**src/rtl/stream_block_stager_if.sv**
```systemverilog
// Stream bundle for stream_block_stager: input AXI-stream, row path to the
// transform core, result path from the core, and output AXI-stream.
// The slave modport is the stager's view; the master modport is the
// surrounding environment (source, core and sink) driving the stager.
interface stream_block_stager_if #(
    parameter int DATA_W   = 64,
    parameter int SAMPLE_W = 16,
    parameter int N        = 8
);
    localparam int KEEP_W = DATA_W / 8;
    localparam int ROW_W  = N * SAMPLE_W;

    logic              in_t_valid;
    logic              in_t_ready;
    logic [DATA_W-1:0] in_t_data;
    logic [KEEP_W-1:0] in_t_keep;
    logic              in_t_last;

    logic              row_valid;
    logic              row_ready;
    logic [ROW_W-1:0]  row_data;

    logic              res_valid;
    logic              res_ready;
    logic [ROW_W-1:0]  res_data;

    logic              out_t_valid;
    logic              out_t_ready;
    logic [DATA_W-1:0] out_t_data;
    logic [KEEP_W-1:0] out_t_keep;
    logic [KEEP_W-1:0] out_t_strb;
    logic              out_t_last;

    modport slave (
        input  in_t_valid, in_t_data, in_t_keep, in_t_last,
        output in_t_ready,
        output row_valid, row_data,
        input  row_ready,
        input  res_valid, res_data,
        output res_ready,
        output out_t_valid, out_t_data, out_t_keep, out_t_strb, out_t_last,
        input  out_t_ready
    );

    modport master (
        output in_t_valid, in_t_data, in_t_keep, in_t_last,
        input  in_t_ready,
        input  row_valid, row_data,
        output row_ready,
        output res_valid, res_data,
        input  res_ready,
        input  out_t_valid, out_t_data, out_t_keep, out_t_strb, out_t_last,
        output out_t_ready
    );
endinterface

```
**src/rtl/stream_block_stager.sv**
```systemverilog
// Packs stream beats into N-sample rows for a row-based 2D transform core,
// zero-pads short frames to whole NxN blocks, buffers result rows and
// re-serialises them onto the output stream with t_last at frame end.
// TAG_DEPTH and RES_DEPTH must be powers of two and at least 2.
module stream_block_stager #(
    parameter int DATA_W    = 64,
    parameter int SAMPLE_W  = 16,
    parameter int N         = 8,
    parameter int RES_DEPTH = 4,
    parameter int TAG_DEPTH = 4
) (
    input  logic aclk,
    input  logic aresetn,
    stream_block_stager_if.slave bus
);
    localparam int LANES  = DATA_W / SAMPLE_W;
    localparam int BPR    = N / LANES;
    localparam int ROW_W  = N * SAMPLE_W;
    localparam int KEEP_W = DATA_W / 8;
    localparam int BEAT_W = (BPR > 1) ? $clog2(BPR) : 1;
    localparam int ROWC_W = (N > 1) ? $clog2(N) : 1;
    localparam int RES_AW = $clog2(RES_DEPTH);
    localparam int TAG_AW = $clog2(TAG_DEPTH);
    localparam logic [BEAT_W-1:0] LAST_BEAT = BEAT_W'(BPR - 1);
    localparam logic [ROWC_W-1:0] LAST_ROW  = ROWC_W'(N - 1);

    typedef enum logic [1:0] {FILL, PRESENT, PAD} state_t;

    state_t              state, state_next;
    logic                active;
    logic [BEAT_W-1:0]   beat_cnt;
    logic [ROWC_W-1:0]   row_cnt;
    logic [ROW_W-1:0]    row_reg;
    logic                frame_ended;
    logic [DATA_W-1:0]   in_masked;
    logic                block_start, in_ready, in_accept, row_fire;

    logic [TAG_DEPTH-1:0] tag_last;
    logic [TAG_AW:0]      tag_wp, tag_rp;
    logic [TAG_AW-1:0]    tag_pend_idx;
    logic                 tag_full, tag_pop;

    logic [ROW_W-1:0]     res_mem [RES_DEPTH];
    logic [RES_AW:0]      res_wp, res_rp;
    logic                 res_full, res_empty, res_push, res_pop;
    logic [ROW_W-1:0]     res_head;

    logic [BEAT_W-1:0]    obeat;
    logic [ROWC_W-1:0]    orow;
    logic                 out_valid, out_fire, row_end;
    logic [DATA_W-1:0]    out_data;

    assign block_start  = (row_cnt == '0) && (beat_cnt == '0);
    assign tag_full     = (tag_wp[TAG_AW] != tag_rp[TAG_AW]) &&
                          (tag_wp[TAG_AW-1:0] == tag_rp[TAG_AW-1:0]);
    assign tag_pend_idx = tag_wp[TAG_AW-1:0] - 1'b1;
    assign in_ready     = active && (state == FILL) && !(block_start && tag_full);
    assign in_accept    = bus.in_t_valid && in_ready;
    assign row_fire     = (state != FILL) && bus.row_ready;

    assign res_full  = (res_wp[RES_AW] != res_rp[RES_AW]) &&
                       (res_wp[RES_AW-1:0] == res_rp[RES_AW-1:0]);
    assign res_empty = (res_wp == res_rp);
    assign res_push  = bus.res_valid && bus.res_ready;
    assign res_head  = res_mem[res_rp[RES_AW-1:0]];

    assign out_valid = !res_empty;
    assign out_fire  = out_valid && bus.out_t_ready;
    assign row_end   = (obeat == LAST_BEAT);
    assign res_pop   = out_fire && row_end;
    assign tag_pop   = res_pop && (orow == LAST_ROW);

    assign bus.in_t_ready  = in_ready;
    assign bus.row_valid   = (state != FILL);
    assign bus.row_data    = row_reg;
    assign bus.res_ready   = active && !res_full;
    assign bus.out_t_valid = out_valid;
    assign bus.out_t_data  = out_data;
    assign bus.out_t_keep  = {KEEP_W{out_valid}};
    assign bus.out_t_strb  = {KEEP_W{out_valid}};
    assign bus.out_t_last  = out_valid && row_end && (orow == LAST_ROW) &&
                             tag_last[tag_rp[TAG_AW-1:0]];

    // Zero every input byte whose keep bit is clear.
    always_comb begin
        in_masked = '0;
        for (int i = 0; i < KEEP_W; i++) begin
            if (bus.in_t_keep[i]) in_masked[i*8 +: 8] = bus.in_t_data[i*8 +: 8];
        end
    end

    // Select the current beat of the head result row.
    always_comb begin
        out_data = '0;
        for (int b = 0; b < BPR; b++) begin
            if (out_valid && (obeat == BEAT_W'(b))) out_data = res_head[b*DATA_W +: DATA_W];
        end
    end

    // Holds both ready outputs low until the first edge after reset release.
    always_ff @(posedge aclk or negedge aresetn) begin
        if (!aresetn) active <= 1'b0;
        else          active <= 1'b1;
    end

    // Input FSM state register.
    always_ff @(posedge aclk or negedge aresetn) begin
        if (!aresetn) state <= FILL;
        else          state <= state_next;
    end

    // Input FSM: fill a row, present it, then pad out a short block.
    always_comb begin
        state_next = state;
        case (state)
            FILL: begin
                if (in_accept && (beat_cnt == LAST_BEAT || bus.in_t_last)) state_next = PRESENT;
            end
            PRESENT: begin
                if (row_fire) state_next = (frame_ended && row_cnt != LAST_ROW) ? PAD : FILL;
            end
            PAD: begin
                if (row_fire && row_cnt == LAST_ROW) state_next = FILL;
            end
            default: state_next = FILL;
        endcase
    end

    // Row assembly and beat/row counters; the row register is cleared once handed over.
    always_ff @(posedge aclk or negedge aresetn) begin
        if (!aresetn) begin
            beat_cnt    <= '0;
            row_cnt     <= '0;
            row_reg     <= '0;
            frame_ended <= 1'b0;
        end else begin
            if (in_accept) begin
                for (int b = 0; b < BPR; b++) begin
                    if (beat_cnt == BEAT_W'(b)) row_reg[b*DATA_W +: DATA_W] <= in_masked;
                end
                beat_cnt <= (beat_cnt == LAST_BEAT || bus.in_t_last) ? '0 : beat_cnt + 1'b1;
            end
            if (row_fire) begin
                row_reg <= '0;
                row_cnt <= (row_cnt == LAST_ROW) ? '0 : row_cnt + 1'b1;
            end
            if (in_accept && bus.in_t_last)         frame_ended <= 1'b1;
            else if (row_fire && state_next == FILL) frame_ended <= 1'b0;
        end
    end

    // Block tag FIFO: one entry per block in flight, its bit marks the frame's final block.
    always_ff @(posedge aclk or negedge aresetn) begin
        if (!aresetn) begin
            tag_last <= '0;
            tag_wp   <= '0;
            tag_rp   <= '0;
        end else begin
            if (in_accept && block_start) begin
                tag_last[tag_wp[TAG_AW-1:0]] <= bus.in_t_last;
                tag_wp <= tag_wp + 1'b1;
            end else if (in_accept && bus.in_t_last) begin
                tag_last[tag_pend_idx] <= 1'b1;
            end
            if (tag_pop) tag_rp <= tag_rp + 1'b1;
        end
    end

    // Result row storage; contents are never observed while the FIFO is empty.
    always_ff @(posedge aclk) begin
        if (res_push) res_mem[res_wp[RES_AW-1:0]] <= bus.res_data;
    end

    // Result FIFO pointers and output beat/row position within the block.
    always_ff @(posedge aclk or negedge aresetn) begin
        if (!aresetn) begin
            res_wp <= '0;
            res_rp <= '0;
            obeat  <= '0;
            orow   <= '0;
        end else begin
            if (res_push) res_wp <= res_wp + 1'b1;
            if (res_pop)  res_rp <= res_rp + 1'b1;
            if (out_fire) begin
                obeat <= row_end ? '0 : obeat + 1'b1;
                if (row_end) orow <= (orow == LAST_ROW) ? '0 : orow + 1'b1;
            end
        end
    end
endmodule

```
**src/flat_wrapper.sv**
```systemverilog
// flat-port wrapper written by rule: the top's interface ports become plain ports
module stream_block_stager_flat 
#(
    parameter int DATA_W    = 64,
    parameter int SAMPLE_W  = 16,
    parameter int N         = 8,
    parameter int RES_DEPTH = 4,
    parameter int TAG_DEPTH = 4
)
  (aclk, aresetn, bus_in_t_valid, bus_in_t_data, bus_in_t_keep, bus_in_t_last, bus_in_t_ready, bus_row_valid, bus_row_data, bus_row_ready, bus_res_valid, bus_res_data, bus_res_ready, bus_out_t_valid, bus_out_t_data, bus_out_t_keep, bus_out_t_strb, bus_out_t_last, bus_out_t_ready);
  stream_block_stager_if #(.DATA_W(DATA_W), .SAMPLE_W(SAMPLE_W), .N(N)) bus_i ();
  input  logic aclk;
  input  logic aresetn;
  input wire logic [$bits(bus_i.in_t_valid)-1:0] bus_in_t_valid;
  input wire logic [$bits(bus_i.in_t_data)-1:0] bus_in_t_data;
  input wire logic [$bits(bus_i.in_t_keep)-1:0] bus_in_t_keep;
  input wire logic [$bits(bus_i.in_t_last)-1:0] bus_in_t_last;
  output wire logic [$bits(bus_i.in_t_ready)-1:0] bus_in_t_ready;
  output wire logic [$bits(bus_i.row_valid)-1:0] bus_row_valid;
  output wire logic [$bits(bus_i.row_data)-1:0] bus_row_data;
  input wire logic [$bits(bus_i.row_ready)-1:0] bus_row_ready;
  input wire logic [$bits(bus_i.res_valid)-1:0] bus_res_valid;
  input wire logic [$bits(bus_i.res_data)-1:0] bus_res_data;
  output wire logic [$bits(bus_i.res_ready)-1:0] bus_res_ready;
  output wire logic [$bits(bus_i.out_t_valid)-1:0] bus_out_t_valid;
  output wire logic [$bits(bus_i.out_t_data)-1:0] bus_out_t_data;
  output wire logic [$bits(bus_i.out_t_keep)-1:0] bus_out_t_keep;
  output wire logic [$bits(bus_i.out_t_strb)-1:0] bus_out_t_strb;
  output wire logic [$bits(bus_i.out_t_last)-1:0] bus_out_t_last;
  input wire logic [$bits(bus_i.out_t_ready)-1:0] bus_out_t_ready;
  assign bus_i.in_t_valid = bus_in_t_valid;
  assign bus_i.in_t_data = bus_in_t_data;
  assign bus_i.in_t_keep = bus_in_t_keep;
  assign bus_i.in_t_last = bus_in_t_last;
  assign bus_in_t_ready = bus_i.in_t_ready;
  assign bus_row_valid = bus_i.row_valid;
  assign bus_row_data = bus_i.row_data;
  assign bus_i.row_ready = bus_row_ready;
  assign bus_i.res_valid = bus_res_valid;
  assign bus_i.res_data = bus_res_data;
  assign bus_res_ready = bus_i.res_ready;
  assign bus_out_t_valid = bus_i.out_t_valid;
  assign bus_out_t_data = bus_i.out_t_data;
  assign bus_out_t_keep = bus_i.out_t_keep;
  assign bus_out_t_strb = bus_i.out_t_strb;
  assign bus_out_t_last = bus_i.out_t_last;
  assign bus_i.out_t_ready = bus_out_t_ready;
  stream_block_stager #(.DATA_W(DATA_W), .SAMPLE_W(SAMPLE_W), .N(N), .RES_DEPTH(RES_DEPTH), .TAG_DEPTH(TAG_DEPTH)) u_core (.aclk(aclk), .aresetn(aresetn), .bus(bus_i));
endmodule
```
**config.mk**
```make
export PLATFORM = sky130hd
export DESIGN_NAME = stream_block_stager_flat
export DESIGN_NICKNAME = d
export VERILOG_FILES = /design/src/rtl/stream_block_stager_if.sv /design/src/rtl/stream_block_stager.sv /design/src/flat_wrapper.sv
export SDC_FILE = /design/constraint.sdc
export NUM_CORES = 1
export LEC_CHECK = 0
export BUFFER_PORTS_ARGS = -buffer_cell sky130_fd_sc_hd__buf_4
export CAP_MARGIN = 20
export CORE_ASPECT_RATIO = 1.25
export CORE_MARGIN = 2
export CORE_UTILIZATION = 50
export CTS_BUF_LIST = sky130_fd_sc_hd__clkbuf_16
export DETAILED_ROUTE_END_ITERATION = 12
export PLACE_DENSITY = 0.83
export SLEW_MARGIN = 30
export SYNTH_ARGS = -nofsm -noshare
export SYNTH_HDL_FRONTEND = slang
export SYNTH_SLANG_ARGS = --single-unit
```
**constraint.sdc**
```tcl
create_clock -name aclk -period 11.9 [get_ports aclk]
set_input_delay 1.19 -clock aclk [delete_from_list [all_inputs] [get_ports aclk]]
set_output_delay 1.19 -clock aclk [all_outputs]
set_load 0.02 [all_outputs]
```
==> results.json <==
{
  "status": "complete, no violations",
  "dp_slack_ps": 7607,
  "antenna_left": 0,
  "p_leak_uw": 0.01273,
  "cts_hold_buf": 0,
  "num_vias": 15090,
  "ys_ff_latch": 668,
  "design.core.area_mm2": 0.05257,
  "worstPathCellList": "buf_4 > mux4_2 > mux2i_1 > nor2_1 > buf_4",
  "grt_max_degree": 84,
  "r2r_start": "u_core.res_rp[0]$_DFFE_PN0P_",
  "cts.sinks": 668,
  "critPathLaunch": "u_core.res_rp[0]$_DFFE_PN0P_",
  "slowest_stage": "dfrtp_4",
  "max_clock_freq_mhz": 207.8,
  "slew_headroom": 0.3328,
  "syn_area_mm2": 0.02661,
  "fillers": 3647,
  "cts_resized": 0,
  "grt_pass1_vias": 15810,
  "critPathMaxFanout": 43,
  "wl_met3_mm": 6.590,
  "required_ps": 10710,
  "final_area_mm2": 0.03230,
  "port-buffer-count": 419,
  "crit_top_cell": "buf_4",
  "finalSetupViolCount": 0,
  "grt_pass1_wl_mm": 92.18,
  "yosysUniqueCellTypes": 41,
  "hold_start": "u_core.tag_wp[2]$_DFFE_PN0P_",
  "die_x_um": 210.3,
  "max_slew.worst_pin.slew_ps": 1001,
  "hold_path.class": "flip-flop to flip-flop",
  "via_per_inst": 5.676,
  "synth-edff-count": 512,
  "post_drt_wl_per_cell_um": 23.36,
  "async_flop_share": 0.2335,
  "layout-drive-gt1-share": 0.3433,
  "yosys-top-cells-area": "edfxtp_1 58%, dfrtp_1 15%, mux4_2 11%, mux2i_1 4.8%, nand2_1 2.8%",
  "ff2ff_setup_slack_ps": 7900,
  "reg2reg_depth": 6,
  "avgSynthCellArea_um2": 17.29,
  "maxSlewViolCount": 0,
  "placed_area_mm2": 0.03014,
  "critPathBufInv": 2,
  "cp_top_family": "buffers and inverters",
  "wl_met1_mm": 21.63,
  "cp-end-kind": "output pin",
  "maxCapViolCount": 0,
  "rr_endpoint": "u_core.res_mem[0][15]$_DFFE_PP_",
  "start_kind": "flip-flop",
  "fp.dieArea_mm2": 0.05509,
  "cts_tree": "built",
  "area_growth_pct": 21.40,
  "clk_pin_slew_ps": 60,
  "cts_buffers": 61,
  "clk_path_buf_depth": 3,
  "irDropWorstVdd_mv": 0.2662,
  "arrival_ps": 3620,
  "worstSetupPathType": "flip-flop to output pin",
  "wl_mm": 62.08,
  "ys_dominant_reg_cell": "edfxtp_1",
  "die_h_um": 261.9,
  "rsz0062_at_grt": "no",
  "cp_slowest_stage_delay_ps": 920,
  "powerDensity_mw_per_mm2": 260.5,
  "clock_latency_ps": 640,
  "dr.max_layer_used": "met5",
  "fin_crit_sh": 0.4045,
  "synth-seq-area-share": 0.7246,
  "setup_ws_ps": 7087,
  "post-cts-setup-buffers": 0,
  "place_congestion": 0.8357,
  "hold_ws_ps": 482.4,
  "drcViolationCount": 0,
  "dr.pass1.iters": 5,
  "finalClockSkew_ps": 18.24,
  "pin_count": 420,
  "synth_top_area_share": 0.5779,
  "grtUsageTotal": 0.2221,
  "min_period_ps": 4813,
  "final_util": 0.6144,
  "hold_viol": 0,
  "ys_warn_count": 0,
  "cts_max_level": 2,
  "setup_tns_ps": 0,
  "dp.final_hpwl_mm": 38.92,
  "finalNetCount": 2149,
  "cts-root-buf": "clkbuf_16",
  "wl_met2_mm": 31.50,
  "drt_iter0_drc": 1503,
  "synth_top_area_cell": "edfxtp_1",
  "hold_path_depth": 1,
  "synth_cells": 1539,
  "syn_nets": 1761,
  "rows": 94,
  "start_util": 0.5061,
  "hold_end": "u_core.tag_wp[2]$_DFFE_PN0P_",
  "grt.overflow.total": 0,
  "antenna_found_initial": 12
}
worst max-delay path by stage:
| stage | to | slack [ps] | cells past startpoint |
|---|---|---|---|
| after CTS | bus_out_t_data[0] | 6890 | 5 |
| after global placement | bus_out_t_data[0] | 7660 | 5 |
| after detailed placement | bus_out_t_data[0] | 7610 | 5 |
| after floorplan | u_core.res_mem[0][0]$_DFFE_PP_ | 7210 | 1 |
| after global routing | bus_out_t_data[0] | 6810 | 5 |
| final | bus_out_t_data[0] | 7090 | 5 |
cell type report:
| type | instances | area (µm²) | share of cell area |
|---|---|---|---|
| Sequential cell | 668 | 19290 | 0.5972 |
| Multi-Input combinational cell | 744 | 6623 | 0.2050 |
| Timing Repair Buffer | 439 | 3356 | 0.1039 |
| Clock buffer | 63 | 1577 | 0.04881 |
| Tap cell | 672 | 840.8 | 0.02603 |
| Clock inverter | 51 | 540.5 | 0.01673 |
| Inverter | 13 | 53.80 | 0.001666 |
| Antenna cell | 8 | 20.02 | 0.0006198 |
state kept, by name, indices dropped and copies added (netlist names):
signal / cells
u_core.res_mem: 512
u_core.bus.row_data: 128
u_core.tag_last: 4
u_core.orow: 3
u_core.res_rp: 3
u_core.res_wp: 3
u_core.row_cnt: 3
u_core.tag_rp: 3
u_core.tag_wp: 3
u_core.state: 2
u_core.active: 1
u_core.beat_cnt: 1
u_core.frame_ended: 1
u_core.obeat: 1
layer usage:
layer  GRT usage  vias to the layer above
li1            -                     6600
met1      0.2551                     7597
met2      0.3802                      750
met3     0.07768                      129
met4     0.09476                       10
met5           0                        -
cells by family after synthesis:
family / count (synthesis) / share of synthesized area
buffers and inverters: 127 / 0.02789
AND/OR/NAND/NOR: 366 / 0.05798
adder cells (fa/ha/maj): 15 / 0.007054
XOR/XNOR: 16 / 0.005267
other: 1 / 0.0001409
flip-flops: 668 / 0.7246
AO/OA/AOI/OAI: 82 / 0.01665
multiplexers: 264 / 0.1605
cell usage in the layout (no fill, tap or decap), types with 2 or more instances in the layout:
cell type  synthesis  routed
nor2b_1            2       2
edfxtp_1         512     512
nand2_1          201     200
bufinv_16          0      10
mux2_2             7       7
clkinv_1           0      14
clkinv_2           0      11
xor2_1             6       6
or3_1              2       2
clkbuf_16          0      63
a21oi_1           64      64
and3_4             0       3
nand3b_1           3       3
clkinv_16          0       2
nor2_1            70      70
buf_6             21       4
diode_2            0       8
dfrtp_1          156     153
buf_4             19     432
inv_1             13      21
nand4_1            2       2
mux2i_1          128     128
and2_2             0       2
inv_6              0       3
mux4_2           128     128
nand3_1           70      70
dfrtp_4            0       3
xnor2_1           10      10
o31ai_1            3       3
o221ai_1           4       4
o21ai_0            7       7
ha_1              15      15
buf_12             0       2
nand2_2            1       2
nor3b_1            2       2
where the power goes:
part / switching, µW / total [µW] / leakage [µW] / internal [µW]
sequential: 275 / 3220 / 0.00673 / 2940
combinational: 1810 / 3170 / 0.00494 / 1360
clock: 853 / 2030 / 0.00107 / 1180
total: 2930 / 8410 / 0.0127 / 5480
stage by stage:
| step | total power [µW] | cells |
|---|---|---|
| final | 8414 | 2658 |
| after global routing | 8785 | 2656 |
| after CTS | 8486 | 2649 |
| after detailed placement | 6432 | 2535 |
| after global placement | 6336 | 2533 |
| after floorplan | 5254 | 1539 |
cells in the mapped netlist (all sizes together) (4+ instances only):
cell	n
edfxtp	512
nand3	70
mux2i	128
inv	13
mux4	129
xnor2	10
buf	73
nand2	202
and3	4
mux2	7
o21ai	8
ha	15
dfrtp	156
o221ai	4
nor2	70
a21oi	64
clkbuf	41
xor2	6
Note: power is estimated with default switching activity, not from simulation.
